## config.mk

```make
export PLATFORM = sky130hd
export DESIGN_NAME = fsm_jump_loader
export DESIGN_NICKNAME = d
export VERILOG_FILES = /design/src/rtl/fsm_jump_loader.sv
export SDC_FILE = /design/constraint.sdc
export NUM_CORES = 1
export LEC_CHECK = 0
export CAP_MARGIN = 20
export CORE_ASPECT_RATIO = 1.4
export CORE_UTILIZATION = 55
export DETAILED_ROUTE_END_ITERATION = 8
export PLACE_DENSITY = 0.84
export SETUP_SLACK_MARGIN = 0.2
export SLEW_MARGIN = 20
export SYNTH_ARGS = -nofsm -noshare
export SYNTH_HDL_FRONTEND = slang
export SYNTH_SLANG_ARGS = --single-unit
```

## constraint.sdc

```tcl
create_clock -name clk -period 6.6 [get_ports clk]
set_clock_uncertainty 0.05 [all_clocks]
set_input_delay 1.32 -clock clk [delete_from_list [all_inputs] [get_ports clk]]
set_output_delay 1.32 -clock clk [all_outputs]
set_load 0.02 [all_outputs]
```

## src/rtl/fsm_jump_loader.sv

```systemverilog
`default_nettype none
// =============================================================================
// Module   : fsm_jump_loader
// Brief    : Loads a five-word jump table over a valid/ready port, checks it,
//            and arms it towards a sequenced FSM with an ok strobe.
//            Optional macro FSM_JUMP_ONEHOT_CHECK_EN rejects multi-bit words.
// Revision : 1.0 - initial release
// =============================================================================
module fsm_jump_loader #(
    parameter int OK_PULSE_LEN = 1,
    parameter int TIMEOUT      = 255
) (
    input  logic       clk,
    input  logic       reset,
    input  logic       start,
    input  logic [4:0] wr_data,
    input  logic       wr_valid,
    output logic       wr_ready,
    output logic [4:0] jump1,
    output logic [4:0] jump2,
    output logic [4:0] jump3,
    output logic [4:0] jump4,
    output logic [4:0] jump5,
    output logic       ok,
    output logic       busy,
    output logic       done,
    output logic       err
);

    localparam logic [7:0] C_TMO_LAST = 8'(TIMEOUT - 1);
    localparam logic [3:0] C_OK_LAST  = 4'(OK_PULSE_LEN - 1);

    typedef enum logic [2:0] {
        S_IDLE  = 3'd0,
        S_LOAD  = 3'd1,
        S_CHECK = 3'd2,
        S_ARM   = 3'd3,
        S_RUN   = 3'd4,
        S_ERROR = 3'd5
    } state_t;

    state_t           state_q, state_d;
    logic [4:0][4:0]  shadow_q, shadow_d;
    logic [4:0][4:0]  jump_q, jump_d;
    logic [2:0]       idx_q, idx_d;
    logic [7:0]       tmo_q, tmo_d;
    logic [3:0]       okc_q, okc_d;
    logic             wr_ready_q, wr_ready_d;
    logic             ok_q, ok_d;
    logic             busy_q, busy_d;
    logic             done_q, done_d;
    logic             err_q, err_d;
    logic             accept;
    logic             table_bad;

    assign accept = wr_valid && wr_ready_q;

`ifdef FSM_JUMP_ONEHOT_CHECK_EN
    function automatic logic multi_bit(input logic [4:0] w);
        return (w & (w - 5'd1)) != 5'd0;
    endfunction

    always_comb begin
        table_bad = 1'b0;
        for (int k = 0; k < 5; k++) begin
            table_bad = table_bad | multi_bit(shadow_q[k]);
        end
    end
`else
    assign table_bad = 1'b0;
`endif

    always_comb begin
        state_d  = state_q;
        shadow_d = shadow_q;
        jump_d   = jump_q;
        idx_d    = idx_q;
        tmo_d    = tmo_q;
        okc_d    = okc_q;
        case (state_q)
            S_IDLE, S_RUN, S_ERROR: begin
                if (start) begin
                    state_d = S_LOAD;
                    idx_d   = 3'd0;
                    tmo_d   = 8'd0;
                end
            end
            S_LOAD: begin
                if (accept) begin
                    for (int k = 0; k < 5; k++) begin
                        if (idx_q == 3'(k)) shadow_d[k] = wr_data;
                    end
                    idx_d = idx_q + 3'd1;
                    tmo_d = 8'd0;
                    if (idx_q == 3'd4) state_d = S_CHECK;
                end else if (tmo_q == C_TMO_LAST) begin
                    // A stalled load never reaches the outputs: drop the partial table.
                    state_d  = S_ERROR;
                    shadow_d = '0;
                    idx_d    = 3'd0;
                end else begin
                    tmo_d = tmo_q + 8'd1;
                end
            end
            S_CHECK: begin
                if (table_bad) begin
                    state_d  = S_ERROR;
                    shadow_d = '0;
                end else begin
                    state_d = S_ARM;
                    jump_d  = shadow_q;
                    okc_d   = 4'd0;
                end
            end
            S_ARM: begin
                if (okc_q == C_OK_LAST) state_d = S_RUN;
                else                    okc_d   = okc_q + 4'd1;
            end
            default: state_d = S_IDLE;
        endcase
    end

    // Outputs are decoded from the next state so they register alongside it.
    always_comb begin
        wr_ready_d = (state_d == S_LOAD);
        busy_d     = (state_d == S_LOAD) || (state_d == S_CHECK) || (state_d == S_ARM);
        ok_d       = (state_d == S_ARM);
        done_d     = (state_d == S_RUN);
        err_d      = (state_d == S_ERROR);
    end

    always_ff @(posedge clk or posedge reset) begin
        if (reset) begin
            state_q    <= S_IDLE;
            shadow_q   <= '0;
            jump_q     <= '0;
            idx_q      <= 3'd0;
            tmo_q      <= 8'd0;
            okc_q      <= 4'd0;
            wr_ready_q <= 1'b0;
            ok_q       <= 1'b0;
            busy_q     <= 1'b0;
            done_q     <= 1'b0;
            err_q      <= 1'b0;
        end else begin
            state_q    <= state_d;
            shadow_q   <= shadow_d;
            jump_q     <= jump_d;
            idx_q      <= idx_d;
            tmo_q      <= tmo_d;
            okc_q      <= okc_d;
            wr_ready_q <= wr_ready_d;
            ok_q       <= ok_d;
            busy_q     <= busy_d;
            done_q     <= done_d;
            err_q      <= err_d;
        end
    end

    assign wr_ready = wr_ready_q;
    assign jump1    = jump_q[0];
    assign jump2    = jump_q[1];
    assign jump3    = jump_q[2];
    assign jump4    = jump_q[3];
    assign jump5    = jump_q[4];
    assign ok       = ok_q;
    assign busy     = busy_q;
    assign done     = done_q;
    assign err      = err_q;

endmodule
`default_nettype wire

```

== Word level (Yosys, flattened, before mapping) ==
Cells that the tools add are included.
Storage, ports and cells
  logic and storage cells: 87
  output and inout bits: 30
  bits of input ports: 9
  register bits: 73
Operators by class
  mux-type cells: 23
  reductions and logical operators: 18
  equality and inequality tests: 24
  add/sub/neg operators: 3
Operators by type and width (count)
  2-to-1 mux 25 bit: 2
  2-to-1 mux 5 bit: 5
  2-to-1 mux 3 bit: 8
  2-to-1 mux 8 bit: 3
  AND reduction 3 bit: 7
  == test 3 x 2 -> 1 bit, second input constant: 6
  one-hot mux 8 bit (2 select lines): 1
  == test 3 bit, second input constant: 5
  one-hot mux 3 bit (4 select lines): 1
  inequality test 2 x 1 -> 1 bit, second input constant: 5
  == test 3 x 1 -> 1 bit, second input constant: 3
  adder 8 x 1 -> 8 bit, second input constant: 1
  == test 8 bit, second input constant: 1
  one-hot mux 4 bit (2 select lines): 1
  zero test 3 bit: 2
  inequality test 3 bit, second input constant: 2
  one-hot mux 3 bit (2 select lines): 1
  nonzero test 2 bit: 3
  adder 4 x 1 -> 4 bit, second input constant: 1
  zero test 4 bit: 1
  2-to-1 mux 4 bit: 1
  inequality test 2 bit, second input constant: 2
  adder 3 x 1 -> 3 bit, second input constant: 1
  OR reduction 3 bit: 1
  other kinds (3): 4

== Logic depth before layout (Yosys ltp) ==
Gate-level depths: netlist (run 1).
  depth after elaboration: 7
  depth in mapped cells: 7
  gate-level depth less buffers: 7

== Least setup slack after synthesis (run 1) ==
Ideal clock, no wire load.
  path kind: input port to flip-flop
  from: in wr_valid
  to: reg shadow_q[10] (netlist name)
  required time: 6425 ps
  path buffers: 0
  data arrival time: 2453 ps
  path slack: 3971 ps
  setup time: 125 ps
  stages: 4
  path through: nand4b_4 > or4b_1 > nor2b_1 > a2bb2o_1
Between the ends
  word-level cells in the longest chain between the ends: 3
  elaborated cells on any way between the ends: 5
  those cells by class: eq/ne (1); mux (1); reduce/logical (3)
Ends and longest elaborated chain
  start: declaration: RTL line 17  | input logic wr_valid,
  logical AND 1 bit *: RTL line 56  | assign accept = wr_valid && wr_ready_q;
  inequality test 2 x 1 -> 1 bit (no line) / nonzero test 2 bit (equally long branches)
  AND reduction 3 bit (no line)
  end signal: assignment: RTL line 147  | shadow_q <= shadow_d;
  end: declaration: RTL line 43  | logic [4:0][4:0] shadow_q, shadow_d;
Mark *: on every way between the ends. The rest lies on a longest branch, timed or not.
A chain may end at the register's enable or synchronous reset.

== Worst setup path in the final report (run 1) ==
Same ends and word-level chain as after synthesis.

==> results of run 1 <==
worst max path at each step:
stage,start,slack (ps),to
after floorplan,reset,3380,busy$_DFF_PP0_
after detailed placement,wr_valid,2790,shadow_q[10]$_DFFE_PP0P_
after global placement,wr_valid,2880,shadow_q[10]$_DFFE_PP0P_
after global routing,wr_valid,3010,shadow_q[10]$_DFFE_PP0P_
final,wr_valid,3180,shadow_q[10]$_DFFE_PP0P_
after CTS,wr_valid,3160,shadow_q[10]$_DFFE_PP0P_
area by class of cell:
type / count / share of cell area [%]
Timing Repair Buffer: 40 / 10.4
Multi-Input combinational cell: 159 / 32.6
Clock inverter: 7 / 1.88
Sequential cell: 73 / 48.2
Inverter: 14 / 1.39
Tap cell: 68 / 2.24
Clock buffer: 9 / 3.27
registers in the layout, indices dropped and copies added (netlist names), 3 cells and up:
register / count
shadow_q: 25
tmo_q: 8
jump1: 5
jump2: 5
jump3: 5
jump4: 5
jump5: 5
okc_q: 4
idx_q: 3
state_q: 3
Yosys cell counts, types with 2 or more instances:
| master | count | area, sq um |
|---|---|---|
| nand3_1 | 6 | 30.0 |
| clkbuf_1 | 3 | 11.3 |
| nor2_1 | 13 | 48.8 |
| buf_2 | 4 | 20.0 |
| a21oi_1 | 8 | 40.0 |
| nor3_1 | 2 | 10.0 |
| nand2b_1 | 2 | 12.5 |
| and3_1 | 2 | 12.5 |
| o21ai_0 | 10 | 50.1 |
| o2bb2ai_1 | 10 | 87.6 |
| o211ai_1 | 2 | 15.0 |
| a22o_1 | 5 | 43.8 |
| nor2b_1 | 2 | 12.5 |
| nand2_1 | 20 | 75.1 |
| nor3b_1 | 2 | 15.0 |
| a31oi_1 | 2 | 12.5 |
| nand4_1 | 3 | 18.8 |
| and2_1 | 2 | 12.5 |
| nor4b_2 | 2 | 30.0 |
| ha_1 | 9 | 113 |
| mux2_2 | 25 | 282 |
| a32o_1 | 11 | 110 |
| dfrtp_1 | 73 | 1830 |
| nor2_2 | 3 | 18.8 |
| inv_1 | 14 | 52.6 |
power breakdown:
group / total, mW / internal [mW] / leakage (nW) / switching, mW
Combinational: 0.464 / 0.222 / 0.653 / 0.242
Sequential: 0.667 / 0.572 / 0.974 / 0.0950
Clock: 0.343 / 0.173 / 0.0912 / 0.170
worst max-delay path, stage by stage:
cell and delay [ps]:
clkdlybuf4s50_1 480, and2_1 480, nor4_4 790, nor2b_1 220
a2bb2o_1 320
logic make-up (layout without fill, tap and decap cells):
group                      after synthesis  after routing  share of synthesized area [%]
AOI/OAI and AO/OA                       59             59                           14.3
and+or+nand+nor                         65             65                           12.0
xor gates and xnor gates                 1              1                          0.277
buffers and inverters                   23             70                           3.24
adders and majority gates                9              9                           3.56
muxes                                   25             25                           8.90
DFF                                     73             73                           57.7
metal layers:
layer | track usage [%] | vias up | share of wire (%) | wire, um
met5 | 0 | - | 0 | 0
met4 | 13.5 | 0 | 3.3 | 208
met3 | 6.72 | 19 | 4.4 | 280
met2 | 37.5 | 69 | 51 | 3270
met1 | 27.5 | 1110 | 41 | 2600
li1 | - | 1020 | - | -
metrics by stage:
stage                     instances  total power, mW  hold slack [ps]  util (%)  area (sq um)
final                           370             1.47              449      68.6          3790
after CTS                       370             1.48              449      68.6          3790
after global routing            370             1.56              471      68.6          3790
after floorplan                 255            0.974              401         -          3160
after global placement          354             1.12              422      65.1          3600
after detailed placement        354             1.14              429      65.1          3600
==> metrics.csv, run 1 <==
stage,metric,value,unit
power,p_per_area,389,nW/um^2
detailed_routing,viasPerCell,5.99,
timing,tns,0,ps
worst_hold_path,holdCritStartpoint,shadow_q[10]$_DFFE_PP0P_,
timing,finalHoldViolCount,0,
timing,timing.final.crit_period,3420,ps
global_routing,antenna_found_initial,0,
timing,fmax,293,MHz
global_routing,grt_use_total,23.4,%
critical_path,reg2reg_slack,4200,ps
placed_design,dp_slack,2790,ps
critical_path,crit_type,primary input to flop,
global_routing,first_global_vias,2263,
critical_path,worst_setup_path_end_kind,flop,
detailed_routing,drc_errors,0,
detailed_routing,dr.pass1.iters,4,
finish,mostFrequentLayoutCells,"dfrtp_1 (73), clkdlybuf4s50_1 (38), mux2_2 (25), nand2_1 (20), inv_1 (13)",
critical_path,r2r_cells,4,
synthesis,syn_inst,255,
cts,cts.sinks,73,
detailed_routing,routedWlPerCell,17.2,um
finish,antennaDiodeCount,0,
timing,rsz0062_at_grt,false,
critical_path,rr_startpoint,state_q[0]$_DFF_PP0_,
job,drv_cap,0,
cts,clock_path_buffers,2,
detailed_routing,ant_nets,0,
worst_hold_path,min_path_cells,1,
critical_path,cp_max_fo,24,
cts,cts_resized,0,
detailed_routing,dr.first_iter.drc_count,122,
synthesis,syn_area_per_cell,12.4,sq um
die,die_w,66.1,um
die,core-area,5530,sq um
synthesis,synthArstFlopShare,100,%
cts,htree_levels,3,
global_routing,grt_start_max_net_pins,74,
detailed_routing,vias,2218,
timing,setup_viol,0,
cts,cts_setup_buffers,0,
synthesis,synth_cell_type_count,45,
global_routing,grt_pass1_wl,10.7,mm
timing,layout_setup_ws,3180,ps
critical_path,startpoint_type,primary input,
die,die_y,91.7,um
finish,syn_to_final_growth,19.8,%
cts,numCtsBuffers,9,
synthesis,syn_nets,273,
power,leakagePower,1.72,nW
finish,fillers,421,
critical_path,cp_data_arrival_time,3600,ps
cts,cts_root_buf,clkbuf_8,
finish,final_common_cell,dfrtp_1,
cts,path_clk_slew,70,ps
worst_hold_path,holdPathEnd,shadow_q[10]$_DFFE_PP0P_,
timing,period_share,51.8,%
critical_path,rr_endpoint,shadow_q[10]$_DFFE_PP0P_,
finish,drive_above_1_share,17.5,%
global_routing,overflow,0,
timing,worst_pin_slew,890,ps
timing,slew_viol_final,0,
synthesis,synth_edf_count,0,
synthesis,synth_ff_type,dfrtp_1,
die,num_rows,32,
synthesis,ys_seq_elements,73,
synthesis,synth_area,3160,sq um
finish,final_net_count,315,
die,initial_core_util,57.3,%
die,dieArea,6060,sq um
cts,ctsHoldBuffers,0,
cts,cts_tree,yes,
detailed_routing,wl,6.36,mm
power,ir_drop,0.000191,V
finish,seq_area,1830,sq um
critical_path,cp_data_required_time,6780,ps
timing,relSlewSlack,40.6,%
finish,multiInputGateArea,1240,sq um
outcome,status,"complete, no violations",
synthesis,seq_area_frac_synth,57.7,%
placed_design,dp_hpwl,4.39,mm
cts,clock_latency,360,ps
die,pin_count,39,
placed_design,portBuffers,38,
placed_design,gp_congestion,0.796,
worst_hold_path,hold_path.class,flop to flop,
synthesis,yosys_warnings,0,
(Power assumes the default switching activity.)
==> inputs of run 2 (changes only) <==
==> constraint.sdc (replaced) <==
create_clock -name clk -period 3.56 [get_ports clk]
set_clock_uncertainty 0.05 [all_clocks]
set_input_delay 0.712 -clock clk [delete_from_list [all_inputs] [get_ports clk]]
set_output_delay 0.712 -clock clk [all_outputs]
set_load 0.02 [all_outputs]
==> run 2 against run 1 <==
  * Power up 88%
  * Cell count up 0.54%
  * Largest power group unchanged
  * Global-route usage up 1.2 points
  * Non-clock buffer count up 3
  * Via count up 0.72%
  * Critical path depth unchanged
  * Clock power up 93%
  * Clock-buffer cell count up 2
  * Critical path type unchanged
==> metrics.csv, run 2 (synthesis results as in run 1) <==
stage,metric,value,unit
timing,timing.final.crit_period,2360,ps
placed_design,gp_congestion,0.891,
placed_design,portBuffers,38,
cts,cts_setup_buffers,0,
detailed_routing,wl,6.37,mm
power,leakagePower,1.74,nW
timing,tns,0,ps
die,initial_core_util,57.3,%
critical_path,cp_max_fo,6,
finish,stdcell_count,372,
cts,clock_path_buffers,2,
placed_design,dp_cells,357,
power,ir_drop,0.000338,V
cts,cts_resized,0,
die,dieArea,6060,sq um
finish,final_net_count,318,
finish,syn_to_final_growth,20.8,%
timing,slew_viol_final,0,
timing,finalHoldViolCount,0,
critical_path,cp_data_arrival_time,2540,ps
global_routing,grt_use_total,24.6,%
critical_path,rr_startpoint,state_q[1]$_DFF_PP0_,
cts,path_clk_slew,80,ps
detailed_routing,dr.first_iter.drc_count,202,
worst_hold_path,hold_path.class,flop to flop,
timing,setup_viol,0,
detailed_routing,routedWlPerCell,17.1,um
die,die_w,66.1,um
critical_path,r2r_cells,4,
die,pin_count,39,
global_routing,overflow,0,
critical_path,startpoint_type,primary input,
global_routing,first_global_vias,2269,
finish,antennaDiodeCount,0,
finish,final_common_cell,dfrtp_1,
finish,fin_area,3820,sq um
critical_path,critPathLaunch,wr_valid,
cts,numCtsBuffers,9,
job,drv_cap,0,
critical_path,cp_data_required_time,3740,ps
die,core-area,5530,sq um
finish,top_regs,"shadow_q: 25 flops, tmo_q: 8 flops",
cts,cts_root_buf,clkbuf_8,
cts,ctsHoldBuffers,0,
critical_path,worst_setup_path_end_kind,flop,
detailed_routing,drc_errors,0,
critical_path,crit_type,primary input to flop,
finish,max_flop_register,shadow_q,
detailed_routing,ant_nets,0,
cts,cts_tree,yes,
finish,mostFrequentLayoutCells,"dfrtp_1 (73), clkdlybuf4s50_1 (38), mux2_2 (25), nand2_1 (20), inv_1 (13)",
timing,rsz0062_at_grt,false,
global_routing,grt_pass1_wl,11.0,mm
die,die_y,91.7,um
finish,largest_reg_flops,25,
cts,clock_latency,350,ps
finish,fillers,411,
cts,htree_levels,3,
die,num_rows,32,
placed_design,place_area,3620,sq um
global_routing,antenna_found_initial,0,
cts,cts.sinks,73,
outcome,status,"complete, no violations",
timing,worst_pin_slew,745,ps
timing,relSlewSlack,49.8,%
detailed_routing,viasPerCell,6.01,
placed_design,dp_hpwl,4.54,mm
power,p_per_area,724,nW/um^2
finish,drive_above_1_share,18.1,%
worst_hold_path,min_path_cells,1,
detailed_routing,vias,2234,
detailed_routing,dr.pass1.iters,4,
timing,period_share,66.2,%
critical_path,reg2reg_slack,1440,ps
global_routing,grt_start_max_net_pins,31,
timing,fmax,424,MHz
power,p_total,2.77,mW
worst_hold_path,holdCritStartpoint,shadow_q[6]$_DFFE_PP0P_,
timing,holdWs,447,ps
-- run 2: cell count changes in the layout (fill, tap and decap cells not counted) --
cell	previous run	this run
clkinv_4	1	0
clkinvlp_4	3	1
buf_4	2	5
clkinv_2	2	1
clkbuf_8	9	11
inv_6	0	1
-- run 2: per-layer routing --
layer / part of all wire [%] / vias to the layer above / GRT usage (%) / wire, um
met4: 3.0 / 0 / 14.7 / 189
met1: 41 / 1135 / 30.8 / 2620
met5: 0 / - / 0 / 0
met3: 3.7 / 14 / 3.98 / 237
li1: - / 1023 / - / -
met2: 52 / 62 / 39.3 / 3330
-- run 2: through the flow --
step / setup slack (ps) / util, %
floorplan: 945 / -
global placement: 903 / 65.5
detailed placement: 832 / 65.5
CTS: 1200 / 69.2
global route: 1150 / 69.2
finish: 1200 / 69.2
-- run 2: power by group --
group	switching (mW)	total, mW	internal [mW]
Sequential	0.177	1.24	1.06
Clock	0.302	0.661	0.359
Combinational	0.455	0.871	0.416
-- run 2: critical path: stages --
cell	delay, ps
clkdlybuf4s50_1	580
nand4b_4	140
or4b_1	590
nor2b_1	230
a2bb2o_1	290
-- run 2: path summary, 6_finish.rpt --
check,end
worst max register to register,jump1[1]$_DFFE_PP0N_
worst max-delay path,shadow_q[10]$_DFFE_PP0P_
worst min register to register,shadow_q[6]$_DFFE_PP0P_
max in group asynchronous,shadow_q[7]$_DFFE_PP0P_
worst min-delay path,shadow_q[6]$_DFFE_PP0P_
min in group asynchronous,jump5[1]$_DFFE_PP0N_
-- run 2: layout make-up --
cell class              count  area [sq um]  area share (%)
clock buffers              11           151            3.96
inverters                  14          52.6            1.37
clock inverters             4          51.3            1.34
flip-flops and latches     73          1830            47.8
well taps                  68          85.1            2.23
multi-input cells         159          1240            32.4
repair buffers             43           418            10.9
==> inputs of run 3 (changes only) <==
--- a/config.mk
+++ b/config.mk
@@ -7,9 +7,9 @@
 export LEC_CHECK = 0
 export CAP_MARGIN = 20
 export CORE_ASPECT_RATIO = 1.4
-export CORE_UTILIZATION = 55
+export CORE_UTILIZATION = 50
 export DETAILED_ROUTE_END_ITERATION = 8
-export PLACE_DENSITY = 0.84
+export PLACE_DENSITY = 0.81
 export SETUP_SLACK_MARGIN = 0.2
 export SLEW_MARGIN = 20
 export SYNTH_ARGS = -nofsm -noshare
==> constraint.sdc (replaced) <==
create_clock -name clk -period 2.02 [get_ports clk]
set_clock_uncertainty 0.05 [all_clocks]
set_input_delay 0.404 -clock clk [delete_from_list [all_inputs] [get_ports clk]]
set_output_delay 0.404 -clock clk [all_outputs]
set_load 0.02 [all_outputs]
==> run 3 against run 2 <==
  * Clock power rose by 89%
  * Sequential cell count did not move
  * Critical endpoint is now jump4[0]
  * First-iteration DRC count fell by 52%
  * Critical path depth shrank 4
  * Combinational power is 99% higher
  * Utilization is 1.9 points lower
  * Worst setup slack lost 950 ps
  * Register-to-register slack worse by 1200 ps
  * Sequential share of layout area fell by 2.3 points
  * Clock-buffer cell count decreased by 1
  * Power up 85%
  * Die area up 9.7%
==> metrics.csv, run 3 (synthesis results as in run 1) <==
stage,metric,value,unit
finish,max_flop_register,shadow_q,
placed_design,portBuffers,38,
critical_path,reg2reg_slack,250,ps
critical_path,crit_slowest_cell,clkdlybuf4s50_1,
power,power.share.clock,24.4,%
finish,top_regs,"shadow_q: 25 flops, tmo_q: 8 flops",
detailed_routing,ant_nets,0,
cts,clock_latency,340,ps
timing,relSlewSlack,68.5,%
detailed_routing,dr.pass1.iters,5,
critical_path,cp_data_required_time,1570,ps
placed_design,gp_congestion,0.813,
cts,cts_tree,yes,
finish,fin_area,4030,sq um
power,ir_drop,0.000671,V
finish,mostFrequentLayoutCells,"dfrtp_1 (69), clkdlybuf4s50_1 (32), mux2_2 (25), nand2_1 (20), buf_4 (20)",
critical_path,cpLargestDelayFamily,buffers and inverters,
timing,timing.final.crit_period,1770,ps
finish,fin_util,67.3,%
power,switching_share,32.9,%
detailed_routing,routedWlPerCell,16.4,um
critical_path,crit_type,flop to primary output,
timing,rsz0062_at_grt,false,
critical_path,cp_max_fo,2,
timing,slew_viol_final,0,
critical_path,worst_setup_path_end_kind,primary output,
timing,period_share,87.5,%
global_routing,grt_start_max_net_pins,74,
cts,htree_levels,3,
critical_path,crit_path_cell_trace,clkdlybuf4s50_1,
global_routing,grt_pass1_wl,10.5,mm
global_routing,first_global_vias,2192,
die,pin_count,39,
die,die_w,69.2,um
global_routing,antenna_found_initial,0,
detailed_routing,wl,6.45,mm
cts,numCtsBuffers,9,
worst_hold_path,holdCritStartpoint,shadow_q[7]$_DFFE_PP0P_,
finish,final_net_count,335,
detailed_routing,vias,2262,
finish,seq_area,1830,sq um
power,internal_power,3.43,mW
finish,syn_to_final_growth,27.3,%
power,netSwitchingPower,1.69,mW
power,leakagePower,1.91,nW
worst_hold_path,hold_path.class,flop to flop,
timing,fmax,566,MHz
worst_hold_path,holdPathEnd,shadow_q[7]$_DFFE_PP0P_,
cts,cts_root_buf,clkbuf_8,
cts,path_clk_slew,80,ps
critical_path,rr_startpoint,tmo_q[1]$_DFFE_PP0P_,
power,p_per_area,1270,nW/um^2
finish,fillers,448,
timing,finalHoldViolCount,0,
die,num_rows,33,
power,p_seq_share,41.7,%
placed_design,dp_cells,372,
die,core-area,5990,sq um
die,die_y,96.1,um
critical_path,crit_path_max_incr_delay,610,ps
detailed_routing,drc_errors,0,
placed_design,dp_hpwl,4.36,mm
critical_path,startpoint_type,flop,
critical_path,rr_endpoint,idx_q[1]$_DFFE_PP0P_,
finish,multiInputGateArea,1260,sq um
finish,largest_reg_flops,25,
finish,stdcell_count,392,
finish,antennaDiodeCount,0,
worst_hold_path,min_path_cells,1,
placed_design,place_area,3750,sq um
cts,cts.sinks,73,
timing,setup_viol,0,
critical_path,r2r_cells,6,
finish,final_common_cell,dfrtp_1,
global_routing,grt_use_total,20.7,%
outcome,status,"complete, no violations",
finish,drive_above_1_share,24.8,%
die,dieArea,6660,sq um
power,p_total,5.12,mW
job,drv_cap,0,
global_routing,overflow,0,
power,power_frac_comb,33.8,%
cts,clock_path_buffers,2,
die,initial_core_util,52.9,%
critical_path,timing.critical_path.buf_inv,1,
critical_path,cp_data_arrival_time,1310,ps
detailed_routing,viasPerCell,5.77,
detailed_routing,dr.first_iter.drc_count,96,
timing,worst_pin_slew,470,ps
run 3: repair_timing:
item                       CTS  global route
pin swaps                    0             4
buffers inserted             0             4
gates resized for setup      3            11
setup endpoints to repair   12            21
hold buffers                 0             0
run 3: worst max path at each step:
stage	start	endpoint	slack (ps)	cells past startpoint
floorplan	state_q[2]$_DFF_PP0_	shadow_q[10]$_DFFE_PP0P_	230	4
global placement	wr_valid	shadow_q[10]$_DFFE_PP0P_	-160	5
detailed placement	wr_valid	shadow_q[15]$_DFFE_PP0P_	-190	6
CTS	state_q[0]$_DFF_PP0_	tmo_q[5]$_DFFE_PP0P_	220	5
global route	tmo_q[0]$_DFFE_PP0P_	idx_q[1]$_DFFE_PP0P_	130	7
finish	jump4[0]$_DFFE_PP0N_	jump4[0]	250	1
run 3: per-stage QoR:
step | setup slack, ps | setup TNS [ps] | hold WS [ps]
3_3_place_gp | -156 | -2760 | 421
2_1_floorplan | 227 | 0 | 401
6_report | 252 | 0 | 445
3_5_place_dp | -190 | -4340 | 427
4_1_cts | 218 | 0 | 445
5_1_grt | 130 | 0 | 463
run 3: area by class of cell:
type	instances	share of cell area [%]
clock buffer	10	3.17
clock inverter	6	2.24
inverter	14	1.40
timing repair buffer	60	14.4
tap	70	2.17
sequential	73	45.5
multi-input combinational	159	31.2
run 3: per-layer routing:
layer	track usage, %	vias to the layer above	share of wire (%)
met1	25.7	1129	42
met4	14.1	0	3.0
met2	32.9	60	52
li1	-	1060	-
met5	0	-	0
met3	4.29	13	2.9
run 3: power groups by stage:
stage,clock network [mW],registers (mW),logic (mW)
2_1_floorplan,0,2.25,0.935
3_3_place_gp,0,2.15,1.62
3_5_place_dp,0,2.16,1.67
4_1_cts,1.27,2.13,1.69
5_1_grt,1.35,2.19,1.89
6_report,1.25,2.14,1.73
